==> src/rtl/restoring_div_pkg.sv <==
// Shared declarations for the restoring divider: FSM state encoding and counter sizing.
// Latency: none (types and constant functions only).
// Backpressure: none.
package restoring_div_pkg;

    typedef enum logic [1:0] {
        IDLE = 2'd0,
        ITER = 2'd1,
        FIX  = 2'd2,
        DONE = 2'd3
    } state_t;

    // Bits needed to hold an iteration count running from width down to 0.
    function automatic int cnt_width(input int width);
        return $clog2(width + 1);
    endfunction

endpackage

==> src/rtl/restoring_div_step.sv <==
// One shift-subtract-restore step of a restoring divider (one quotient bit).
// Latency: purely combinational.
// Backpressure: none; the caller decides when to register the result.
module restoring_div_step
    import restoring_div_pkg::*;
#(
    parameter int WIDTH = 8
) (
    input  logic [WIDTH:0]   r_in,
    input  logic [WIDTH-1:0] q_in,
    input  logic [WIDTH-1:0] d_in,
    output logic [WIDTH:0]   r_out,
    output logic [WIDTH-1:0] q_out
);

    logic [WIDTH:0]   shifted;
    logic [WIDTH+1:0] trial;
    logic             fits;

    // Shift {R,Q} left, trial-subtract D, keep the difference only if it stayed non-negative.
    always_comb begin
        // The partial remainder is always below D, so r_in[WIDTH] is zero in normal
        // operation and the shifted value fits in WIDTH+1 bits.
        shifted = {r_in[WIDTH-1:0], q_in[WIDTH-1]};
        // One extra bit above WIDTH+1 holds the borrow, i.e. the sign of T.
        trial   = {1'b0, shifted} - {2'b00, d_in};
        // A set top bit of R would mean the true shifted value exceeds any divisor.
        fits    = r_in[WIDTH] | ~trial[WIDTH+1];
        r_out   = fits ? trial[WIDTH:0] : shifted;
        q_out   = {q_in[WIDTH-2:0], fits};
    end

endmodule

==> src/rtl/restoring_divider_n.sv <==
// Multi-cycle restoring divider, WIDTH-bit quotient/remainder; SIGNED_DIV_EN selects two's complement mode.
// Latency: done pulses WIDTH+1 edges after the accepted start (1 edge for a zero divisor).
// Backpressure: start is only sampled in IDLE; requests while busy are dropped, nothing is queued.
module restoring_divider_n
    import restoring_div_pkg::*;
#(
    parameter int WIDTH = 8
) (
    input  logic             clk,
    input  logic             rst,
    input  logic             start,
    input  logic [WIDTH-1:0] dividend,
    input  logic [WIDTH-1:0] divisor,
    output logic [WIDTH-1:0] quotient,
    output logic [WIDTH-1:0] remainder,
    output logic             busy,
    output logic             done,
    output logic             div_by_zero
);

    localparam int CW = cnt_width(WIDTH);

    state_t           state_q, state_d;
    logic [CW-1:0]    count_q, count_d;
    logic [WIDTH:0]   r_q, r_d;
    logic [WIDTH-1:0] q_q, q_d;
    logic [WIDTH-1:0] d_q, d_d;
    logic [WIDTH-1:0] quot_q, quot_d;
    logic [WIDTH-1:0] rem_q, rem_d;
    logic             busy_q, busy_d;
    logic             done_q, done_d;
    logic             dbz_q, dbz_d;

    logic [WIDTH:0]   step_r;
    logic [WIDTH-1:0] step_q;
    logic [WIDTH-1:0] dvd_mag;
    logic [WIDTH-1:0] dvs_mag;
    logic [WIDTH-1:0] fix_quot;
    logic [WIDTH-1:0] fix_rem;

`ifdef SIGNED_DIV_EN
    logic             qneg_q, qneg_d;
    logic             rneg_q, rneg_d;
`endif

    restoring_div_step #(
        .WIDTH (WIDTH)
    ) u_step (
        .r_in  (r_q),
        .q_in  (q_q),
        .d_in  (d_q),
        .r_out (step_r),
        .q_out (step_q)
    );

`ifdef SIGNED_DIV_EN
    // Operand magnitudes and final sign fix-up; the most-negative value maps onto itself,
    // which read as unsigned is exactly its magnitude, so MIN / -1 wraps back to MIN.
    always_comb begin
        dvd_mag  = dividend[WIDTH-1] ? -dividend : dividend;
        dvs_mag  = divisor[WIDTH-1]  ? -divisor  : divisor;
        fix_quot = qneg_q ? -q_q : q_q;
        fix_rem  = rneg_q ? -r_q[WIDTH-1:0] : r_q[WIDTH-1:0];
    end
`else
    // Unsigned build: operands go in as-is and the results are a plain copy.
    always_comb begin
        dvd_mag  = dividend;
        dvs_mag  = divisor;
        fix_quot = q_q;
        fix_rem  = r_q[WIDTH-1:0];
    end
`endif

    // Next-state logic for the FSM, iteration datapath and result registers.
    always_comb begin
        state_d = state_q;
        count_d = count_q;
        r_d     = r_q;
        q_d     = q_q;
        d_d     = d_q;
        quot_d  = quot_q;
        rem_d   = rem_q;
        dbz_d   = dbz_q;
`ifdef SIGNED_DIV_EN
        qneg_d  = qneg_q;
        rneg_d  = rneg_q;
`endif
        case (state_q)
            IDLE: begin
                if (start) begin
                    dbz_d = 1'b0;
                    if (divisor == '0) begin
                        // Zero divisor: results are known immediately. Passing through FIX
                        // keeps the done/busy timing of a one-step division.
                        quot_d  = '1;
                        rem_d   = dividend;
                        dbz_d   = 1'b1;
                        state_d = FIX;
                    end else begin
                        r_d     = '0;
                        q_d     = dvd_mag;
                        d_d     = dvs_mag;
                        count_d = CW'(WIDTH);
`ifdef SIGNED_DIV_EN
                        qneg_d  = dividend[WIDTH-1] ^ divisor[WIDTH-1];
                        rneg_d  = dividend[WIDTH-1];
`endif
                        state_d = ITER;
                    end
                end
            end
            ITER: begin
                r_d     = step_r;
                q_d     = step_q;
                count_d = count_q - CW'(1);
                if (count_q == CW'(1)) begin
                    state_d = FIX;
                end
            end
            FIX: begin
                // A zero-divisor result was already loaded when the request was taken.
                if (!dbz_q) begin
                    quot_d = fix_quot;
                    rem_d  = fix_rem;
                end
                state_d = DONE;
            end
            DONE: begin
                state_d = IDLE;
            end
            default: begin
                state_d = IDLE;
            end
        endcase
        // Status flags are registered copies of where the FSM is heading.
        busy_d = (state_d != IDLE);
        done_d = (state_d == DONE);
    end

    // State and output registers with synchronous reset; reset discards any division in flight.
    always_ff @(posedge clk) begin
        if (rst) begin
            state_q <= IDLE;
            count_q <= '0;
            r_q     <= '0;
            q_q     <= '0;
            d_q     <= '0;
            quot_q  <= '0;
            rem_q   <= '0;
            busy_q  <= 1'b0;
            done_q  <= 1'b0;
            dbz_q   <= 1'b0;
`ifdef SIGNED_DIV_EN
            qneg_q  <= 1'b0;
            rneg_q  <= 1'b0;
`endif
        end else begin
            state_q <= state_d;
            count_q <= count_d;
            r_q     <= r_d;
            q_q     <= q_d;
            d_q     <= d_d;
            quot_q  <= quot_d;
            rem_q   <= rem_d;
            busy_q  <= busy_d;
            done_q  <= done_d;
            dbz_q   <= dbz_d;
`ifdef SIGNED_DIV_EN
            qneg_q  <= qneg_d;
            rneg_q  <= rneg_d;
`endif
        end
    end

    assign quotient    = quot_q;
    assign remainder   = rem_q;
    assign busy        = busy_q;
    assign done        = done_q;
    assign div_by_zero = dbz_q;

endmodule
==> config.mk <==
export PLATFORM = sky130hd
export DESIGN_NAME = restoring_divider_n
export DESIGN_NICKNAME = d
export VERILOG_FILES = /design/src/rtl/restoring_div_pkg.sv /design/src/rtl/restoring_div_step.sv /design/src/rtl/restoring_divider_n.sv
export SDC_FILE = /design/constraint.sdc
export NUM_CORES = 1
export LEC_CHECK = 0
export CAP_MARGIN = 20
export CORE_MARGIN = 5
export CORE_UTILIZATION = 58
export CTS_CLUSTER_DIAMETER = 150
export CTS_CLUSTER_SIZE = 30
export DETAILED_ROUTE_END_ITERATION = 10
export PLACE_DENSITY_LB_ADDON = 0.05
export SYNTH_ARGS = -nofsm -noshare
export SYNTH_HDL_FRONTEND = slang
export SYNTH_HIERARCHICAL = 1
export SYNTH_SLANG_ARGS = --single-unit
==> constraint.sdc <==
create_clock -name clk -period 3.7 [get_ports clk]
set_clock_uncertainty 0.2 [all_clocks]
set_input_delay 0.74 -clock clk [delete_from_list [all_inputs] [get_ports clk]]
set_output_delay 0.74 -clock clk [all_outputs]
set_load 0.02 [all_outputs]
==> results of run 1 <==
[placed cells by master (no fill, tap or decap), types with 2 or more instances in the layout]
cell type / count
nand2b_1: 3
nand3_1: 9
xnor2_1: 3
nor2_1: 24
nor2b_1: 5
inv_1: 15
dfxtp_1: 50
and3_1: 2
nand2_1: 19
a22o_1: 9
clkdlybuf4s50_1: 37
o21ai_0: 3
a22oi_1: 8
nor4_1: 6
a211oi_1: 12
mux2_2: 6
buf_4: 3
inv_6: 2
mux2i_1: 10
o21a_1: 2
o22ai_1: 8
a21o_1: 3
nor3_1: 13
a21oi_1: 25
ha_1: 10
clkbuf_8: 5
[worst min-delay path, stage by stage, from the launching register on]
cell,delay (ns)
dfxtp_1,0.32
nand2_1,0.05
a21oi_1,0.05
[metal layers]
| metal | up-vias | track usage |
|---|---|---|
| met2 | 47 | 0.3193 |
| met5 | - | 0 |
| met4 | 0 | 0.05825 |
| met3 | 8 | 0.04090 |
| li1 | 1073 | - |
| met1 | 966 | 0.2849 |
[logic make-up after synthesis]
| family | after synthesis | synth area share |
|---|---|---|
| compound gates | 81 | 0.2262 |
| fa+ha+maj | 11 | 0.05791 |
| buf+inv | 36 | 0.07089 |
| xor+xnor | 3 | 0.01049 |
| flops | 50 | 0.3994 |
| mux | 16 | 0.06690 |
| simple gates | 87 | 0.1683 |
[path summary, 6_finish.rpt]
path	startpoint	end	slack, ns
hold / removal	d_q[2]	d_q[2]	0.26
setup / recovery	divisor[0]	r_q[1]	0.93
setup reg to reg	d_q[6]	r_q[3]	1.21
hold reg to reg	d_q[2]	d_q[2]	0.26
[power groups by stage]
| stage | Clock [mW] | Sequential (mW) | Combinational, mW |
|---|---|---|---|
| floorplan | 0 | 0.615 | 0.303 |
| global placement | 0 | 0.617 | 0.374 |
| detailed placement | 0 | 0.617 | 0.377 |
| CTS | 0.404 | 0.605 | 0.380 |
| global route | 0.427 | 0.610 | 0.421 |
| finish | 0.399 | 0.605 | 0.380 |
[layout make-up]
cell class                      instances  area, um2  share of cell area
Multi-Input combinational cell        198       1328              0.4486
Inverter                               15      56.30             0.01903
Timing Repair Buffer                   40      392.9              0.1328
Clock inverter                          3      47.55             0.01607
Tap cell                               52      65.06             0.02199
Clock buffer                            5      68.82             0.02326
Sequential cell                        50       1001              0.3383
[state kept, by name, indices dropped and copies added (netlist names), 2 cells and up]
name and flops:
count_q 4, d_q 8, fix_quot 8, quotient 8, r_q 9, remainder 8
state_q 2
[stage by stage]
| step | worst slack, ns | util | cells | area, um2 |
|---|---|---|---|---|
| after CTS | 0.9531 | 0.6940 | 363 | 2959 |
| after global placement | 0.6622 | 0.6667 | 355 | 2843 |
| final | 0.9298 | 0.6940 | 363 | 2959 |
| after floorplan | 1.455 | - | 284 | 2506 |
| after global routing | 0.8041 | 0.6940 | 363 | 2959 |
| after detailed placement | 0.6394 | 0.6667 | 355 | 2843 |
==> flow_summary_export.csv, run 1 <==
group,metric,value,unit
status,status,"completed",
synthesis,yosysTopAreaCellShare,0.3994,
clock_tree,cts_root_buffer,"clkbuf_8",
route,first_pass_iters,4,
power_and_ir_drop,power,1.384,mW
floorplanning,die-area,5736,um2
sta,final.period_utilization,0.7487,
sta,final_max_slew_viol_count,0,
finish,nFillCells,364,
sta,setup_tns,0,ns
clock_tree,cts_inserted_buffers,5,
power_and_ir_drop,p_leak,1.109,nW
power_and_ir_drop,switching_share,0.3038,
route,wl_met3,257,um
route,routed-wl-met2,2.517,mm
grt,grt_pass1_vias,1906,
route,vias,2094,
route,routed_via_density,5.769,
route,top_layer,"met4",
clock_tree,clockBufferDepth,2,
sta,fin_crit,2.770,ns
finish,antennaDiodeCount,0,
synthesis,synthTopCellsByCount,"dfxtp_1 (50), a21oi_1 (25), nor2_1 (24)",
critical_path,end_kind,"flop",
power_and_ir_drop,power_frac_comb,0.274,
placement,gp_congestion,0.8349,
synthesis,synth_edf_count,0,
clock_tree,cts.htree.levels,2,
route,drtIter0Drc,93,
placement,dp_hpwl,4.035,mm
route,wire_per_inst,15.18,um
finish,drive_gt1_frac,0.07717,
finish,layout.nets,340,
critical_path,arrival,2.81,ns
power_and_ir_drop,switching_power,0.4204,mW
sta,final-setup-viol-count,0,
route,drc,0,
synthesis,synthFlopType,"dfxtp_1",
critical_path,cp_max_fo,11,
clock_tree,cts_resized,0,
route,wl_met1,2.667,mm
critical_path,crit_required,3.74,ns
power_and_ir_drop,p_clk_frac,0.288,
grt,grt_max_degree,29,
power_and_ir_drop,cellPowerDensity,467.7,nW/um2
sta,hold_ws,0.2620,ns
synthesis,postSynthAreaPerCell,8.824,um2
synthesis,synth_top_area_cell,"dfxtp_1",
critical_path,critical_path.cell_chain,"clkdlybuf4s50_1, or4_1, o21ai_1, buf_4, and3b_1, a22o_1",
placement,io_buffers,37,
route,totalWireLength,5.509,mm
grt,grt_pass1_wl,9.045,mm
floorplanning,rows,24,
floorplanning,die_x,75.74,um
floorplanning,die_h,75.74,um
sta,hold_viol_final,0,
floorplanning,core_area,4264,um2
synthesis,syn_nets,314,
min_path,hold_depth,2,
critical_path,crit_path_start_kind,"input port",
synthesis,seq_area_frac_synth,0.3994,
synthesis,ys_seq_elements,50,
synthesis,ys_async_sr_fraction,0,
clock_tree,clock-sinks,50,
critical_path,crit_cells,6,
power_and_ir_drop,internal_power,0.9635,mW
power_and_ir_drop,vdd_drop_max,0.0002948,V
synthesis,synth_warnings,6,
synthesis,synth_area,2506,um2
grt,antenna_found_initial,0,
critical_path,slowest_stage,"or4_1",
grt,grt_util_all_layers,0.2038,
critical_path,cpPeakStageDelay,0.57,ns
grt,grt-ovfl-total,0,
synthesis,ys_types,44,
synthesis,yosys-top-cells-area,"dfxtp_1 (40%), a21oi_1 (5.0%), ha_1 (5.0%)",
power_and_ir_drop,seqPwrFrac,0.437,
critical_path,cp_num_buf_inv,2,
sta,grt_setup_unrepaired,"no",
critical_path,crit_type,"in -> reg",
clock_tree,tritoncts,"built",
clock_tree,postCtsSetupBuffers,0,
critical_path,ff2ff_path_depth,8,
finish,syn_to_final_growth,18.07,%
route,ant_nets,0,
floorplanning,initial_core_util,0.5877,
sta,relSlewSlack,0.4513,
clock_tree,path_clk_slew,0.09,ns
run,drv_cap,0,
min_path,hold_path_class,"reg -> reg",
critical_path,cpLargestDelayFamily,"simple AND/OR/NAND/NOR gates",
clock_tree,insertion_delay,0.31,ns
sta,fmax,361.0,MHz
synthesis,syn_inst,284,
clock_tree,cts_hold_buf,0,
synthesis,synth.most_common_cell,"dfxtp_1",
floorplanning,io_pins,38,
sta,worst_pin_slew,0.8213,ns
Note: power is estimated with default switching activity, not from simulation.
==> run 2, diff against run 1 <==
--- a/config.mk
+++ b/config.mk
@@ -7,7 +7,7 @@
 export LEC_CHECK = 0
 export CAP_MARGIN = 20
 export CORE_MARGIN = 5
-export CORE_UTILIZATION = 58
+export CORE_UTILIZATION = 54
 export CTS_CLUSTER_DIAMETER = 150
 export CTS_CLUSTER_SIZE = 30
 export DETAILED_ROUTE_END_ITERATION = 10
==> constraint.sdc (replaced) <==
create_clock -name clk -period 2.6 [get_ports clk]
set_clock_uncertainty 0.2 [all_clocks]
set_input_delay 0.52 -clock clk [delete_from_list [all_inputs] [get_ports clk]]
set_output_delay 0.52 -clock clk [all_outputs]
set_load 0.02 [all_outputs]
==> run 2 against run 1 <==
  * Total power up 36%
  * First-iteration DRC count up 7.5%
  * Highest routed layer unchanged
  * Routed wire length up 6.4%
  * Global-route usage down 0.50 points
  * Non-clock buffer count up 10
  * Utilization down 1.1 points
  * Die area up 6.4%
==> flow_summary_export.csv, run 2 (synthesis gave the netlist of run 1 again) <==
group,metric,value,unit
route,wire_per_inst,15.80,um
floorplanning,die_x,78.13,um
clock_tree,cts_root_buffer,"clkbuf_8",
clock_tree,clock-sinks,50,
power_and_ir_drop,internal_power,1.305,mW
power_and_ir_drop,vdd_drop_max,0.0003336,V
sta,hold_viol_final,0,
finish,syn_to_final_growth,20.22,%
sta,hold_ws,0.2596,ns
clock_tree,clockBufferDepth,2,
grt,grt_pass1_wl,10.07,mm
sta,final_max_slew_viol_count,0,
clock_tree,insertion_delay,0.30,ns
sta,fmax,406.4,MHz
clock_tree,cts_inserted_buffers,5,
sta,setup_tns,0,ns
critical_path,arrival,2.45,ns
finish,largest-register,"r_q",
finish,final_common_cell,"dfxtp_1",
critical_path,crit_required,2.59,ns
grt,grt-ovfl-total,0,
sta,fin_crit,2.461,ns
clock_tree,cts_hold_buf,0,
grt,grt_pass1_vias,2109,
power_and_ir_drop,switching_share,0.3060,
critical_path,end_kind,"flop",
clock_tree,tritoncts,"built",
sta,final.period_utilization,0.9464,
power_and_ir_drop,p_leak,1.146,nW
power_and_ir_drop,cellPowerDensity,624.0,nW/um2
status,status,"completed",
power_and_ir_drop,p_clk_frac,0.236,
critical_path,r2r_slack,0.14,ns
finish,largest_reg_flops,9,
clock_tree,postCtsSetupBuffers,0,
power_and_ir_drop,switching_power,0.5754,mW
placement,dp_hpwl,4.483,mm
clock_tree,cts_resized,0,
finish,layout.nets,350,
finish,final_area,3013,um2
placement,dpl_cell_area,2930,um2
finish,drive_gt1_frac,0.1003,
floorplanning,initial_core_util,0.5677,
sta,grt_setup_unrepaired,"no",
placement,gp_congestion,0.8315,
critical_path,cp_max_fo,4,
power_and_ir_drop,seqPwrFrac,0.458,
run,drv_cap,0,
floorplanning,rows,24,
route,drc,0,
min_path,hold_path_class,"reg -> reg",
grt,grt_max_degree,24,
finish,antennaDiodeCount,0,
route,totalWireLength,5.860,mm
route,ant_nets,0,
placement,place_ws,0.06430,ns
critical_path,crit_type,"reg -> reg",
power_and_ir_drop,power_frac_comb,0.306,
floorplanning,core_area,4414,um2
sta,setup_slack,0.1393,ns
clock_tree,cts.htree.levels,2,
floorplanning,die_h,78.13,um
critical_path,crit_path_start_kind,"flop",
placement,io_buffers,37,
sta,worst_pin_slew,0.7010,ns
route,vias,2160,
finish,layout_common_cells,"dfxtp_1 (50), clkdlybuf4s50_1 (37), a21oi_1 (25)",
sta,final-setup-viol-count,0,
grt,grt_util_all_layers,0.1988,
floorplanning,io_pins,38,
route,first_pass_iters,4,
clock_tree,path_clk_slew,0.08,ns
grt,antenna_found_initial,0,
route,routed_via_density,5.822,
sta,relSlewSlack,0.5317,
route,drtIter0Drc,100,
floorplanning,die-area,6104,um2
run 2: changes by cell type in the layout (fill, tap and decap cells not counted), sizes merged:
cell / previous run / this run
clkbuf: 5 / 6
inv: 17 / 15
bufinv: 1 / 0
buf: 3 / 13
run 2: final timing paths:
path | from | end | cells after the start
worst max-delay path | fix_quot[7] | r_q[6] | 9
worst min-delay path | d_q[4] | d_q[4] | 2
worst max register to register | fix_quot[7] | r_q[6] | 9
worst min register to register | d_q[4] | d_q[4] | 2
run 2: layer usage:
layer  GRT usage  part of all wire
met4     0.04054            0.0087
met2      0.3146              0.46
met5           0                 0
met3     0.04005             0.039
met1      0.2812              0.49
run 2: through the flow:
step	total power, mW	util	instances
6_report	1.880	0.6825	371
5_1_grt	1.989	0.6825	371
4_1_cts	1.890	0.6825	371
3_5_place_dp	1.448	0.6638	365
3_3_place_gp	1.440	0.6638	365
2_1_floorplan	1.307	-	284
run 2: power groups by stage:
| stage | clock network [mW] | logic, mW | registers, mW |
|---|---|---|---|
| finish | 0.443 | 0.576 | 0.861 |
| global route | 0.484 | 0.636 | 0.868 |
| CTS | 0.456 | 0.574 | 0.860 |
| detailed placement | 0 | 0.571 | 0.878 |
| global placement | 0 | 0.564 | 0.876 |
| floorplan | 0 | 0.432 | 0.875 |
run 2: area by class of cell:
cell class / instances / area (um2)
Fill cell: 378 / 1401
Multi-Input combinational cell: 198 / 1328
Sequential cell: 50 / 1001
Timing Repair Buffer: 50 / 480.5
Clock buffer: 6 / 82.58
Tap cell: 52 / 65.06
Inverter: 15 / 56.30
run 2: critical path, stage by stage, from the launching register on:
cell and delay [ns]:
dfxtp_1 0.39, inv_1 0.08, ha_1 0.23, fa_1 0.41, nor2b_1 0.17, o31a_1 0.21
o31a_2 0.17, nor3_1 0.04, mux2_2 0.26, a22o_1 0.19
==> run 3, diff against run 2 <==
--- a/config.mk
+++ b/config.mk
@@ -7,7 +7,7 @@
 export LEC_CHECK = 0
 export CAP_MARGIN = 20
 export CORE_MARGIN = 5
-export CORE_UTILIZATION = 54
+export CORE_UTILIZATION = 51
 export CTS_CLUSTER_DIAMETER = 150
 export CTS_CLUSTER_SIZE = 30
 export DETAILED_ROUTE_END_ITERATION = 10
==> run 3 against run 2 <==
  * Clock-buffer cell count shrank 1
  * Critical path depth is the same
  * Via count shrank 2.4%
  * Critical path type unchanged
  * Utilization shrank 4.3 points
==> flow_summary_export.csv, run 3 (synthesis gave the netlist of run 1 again) <==
group,metric,value,unit
route,first_pass_iters,4,
placement,io_buffers,37,
critical_path,crit_type,"reg -> reg",
route,routed_via_density,5.478,
critical_path,endpoint,"r_q[6]",
status,status,"completed",
clock_tree,cts_resized,0,
sta,relSlewSlack,0.5135,
sta,final_max_slew_viol_count,0,
run,drv_cap,0,
clock_tree,path_clk_slew,0.10,ns
placement,gp_congestion,0.8308,
grt,antenna_found_initial,0,
floorplanning,io_pins,38,
min_path,worstHoldStart,"d_q[2]",
route,drtIter0Drc,100,
sta,setup_slack,0.1185,ns
sta,final.period_utilization,0.9544,
clock_tree,cts_root_buffer,"clkbuf_8",
finish,nFillCells,443,
finish,largest_reg_flops,9,
grt,grt_util_all_layers,0.2000,
placement,dpl_cell_area,2919,um2
clock_tree,cts.htree.levels,2,
finish,layout_common_cells,"dfxtp_1 (50), clkdlybuf4s50_1 (37), a21oi_1 (25)",
clock_tree,cts_hold_buf,0,
finish,multi_input_area,1328,um2
critical_path,crit_path_start_kind,"flop",
route,ant_nets,0,
finish,antennaDiodeCount,0,
sta,fin_crit,2.481,ns
finish,syn_to_final_growth,21.42,%
finish,postLayoutCoreUtil,0.6400,
sta,final-setup-viol-count,0,
route,wire_per_inst,15.02,um
grt,grt_pass1_wl,10.32,mm
critical_path,cp_max_fo,4,
finish,layout.nets,347,
finish,final_area,3043,um2
critical_path,crit_required,2.60,ns
floorplanning,core_area,4755,um2
critical_path,ff2ff_path_depth,9,
power_and_ir_drop,cellPowerDensity,655.5,nW/um2
grt,grt_pass1_vias,2197,
clock_tree,clock-sinks,50,
critical_path,arrival,2.48,ns
sta,worst_pin_slew,0.7282,ns
critical_path,cp-startpoint,"fix_quot[7]",
floorplanning,die_h,80.10,um
route,totalWireLength,5.781,mm
clock_tree,tritoncts,"built",
placement,dp_hpwl,4.294,mm
finish,seqCellArea,1001,um2
critical_path,r2r_slack,0.12,ns
critical_path,timing.rr.start,"fix_quot[7]",
critical_path,end_kind,"flop",
finish,drive_gt1_frac,0.09748,
sta,setup_tns,0,ns
grt,grt_max_degree,38,
clock_tree,clockBufferDepth,2,
sta,hold_viol_final,0,
floorplanning,die-area,6416,um2
critical_path,r2r_end,"r_q[6]",
sta,fmax,403.0,MHz
min_path,hold_path_class,"reg -> reg",
grt,grt-ovfl-total,0,
placement,place_ws,-0.03779,ns
route,vias,2109,
floorplanning,initial_core_util,0.5271,
clock_tree,insertion_delay,0.30,ns
route,drc,0,
power_and_ir_drop,p_leak,1.147,nW
floorplanning,rows,25,
floorplanning,die_x,80.10,um
finish,largest-register,"r_q",
finish,final_common_cell,"dfxtp_1",
clock_tree,postCtsSetupBuffers,0,
clock_tree,cts_inserted_buffers,5,
power_and_ir_drop,vdd_drop_max,0.0003230,V
-- run 3: changes by cell type in the layout (fill, tap and decap cells not counted), sizes merged --
cell and change:
inv +2, buf -3, clkbuf -1, bufinv +1
-- run 3: area by class of cell --
cell class	count	area share
clock inverter	3	0.01562
timing repair buffer	47	0.1505
inverter	15	0.01850
sequential	50	0.3289
multi-input combinational	198	0.4363
clock buffer	5	0.02262
tap	67	0.02755
-- run 3: worst min path at each step --
stage / end / slack, ns / depth (start not counted)
after floorplan: d_q[2] / 0.24 / 2
after detailed placement: d_q[6] / 0.25 / 2
final: d_q[2] / 0.26 / 2
after global placement: d_q[7] / 0.25 / 2
after global routing: d_q[4] / 0.29 / 2
after CTS: d_q[6] / 0.26 / 2
-- run 3: metal layers --
layer / share of wire / routed length, um / GRT usage
met4: 0.024 / 138 / 0.06419
met1: 0.50 / 2902 / 0.2775
met3: 0.036 / 211 / 0.04036
met5: 0 / 0 / 0
met2: 0.44 / 2529 / 0.3104
-- run 3: worst max-delay path, stage by stage (launching register included) --
cell	delay, ns
dfxtp_1	0.38
inv_1	0.09
ha_1	0.24
fa_1	0.42
nor2b_1	0.19
o31a_1	0.22
o31a_2	0.16
nor3_1	0.04
mux2_2	0.26
a22o_1	0.19
-- run 3: metrics by stage --
stage	hold WS (ns)	power [mW]	instances
2_1_floorplan	0.2363	1.307	284
3_3_place_gp	0.2475	1.423	376
3_5_place_dp	0.2510	1.428	376
4_1_cts	0.2648	2.000	384
5_1_grt	0.2928	2.117	385
6_report	0.2642	1.995	385
-- run 3: where the power goes --
| group | internal, mW | total, mW | leakage, nW | switching, mW |
|---|---|---|---|---|
| logic | 0.280 | 0.568 | 0.680 | 0.289 |
| clock network | 0.294 | 0.565 | 0.0591 | 0.271 |
| registers | 0.816 | 0.861 | 0.407 | 0.0455 |
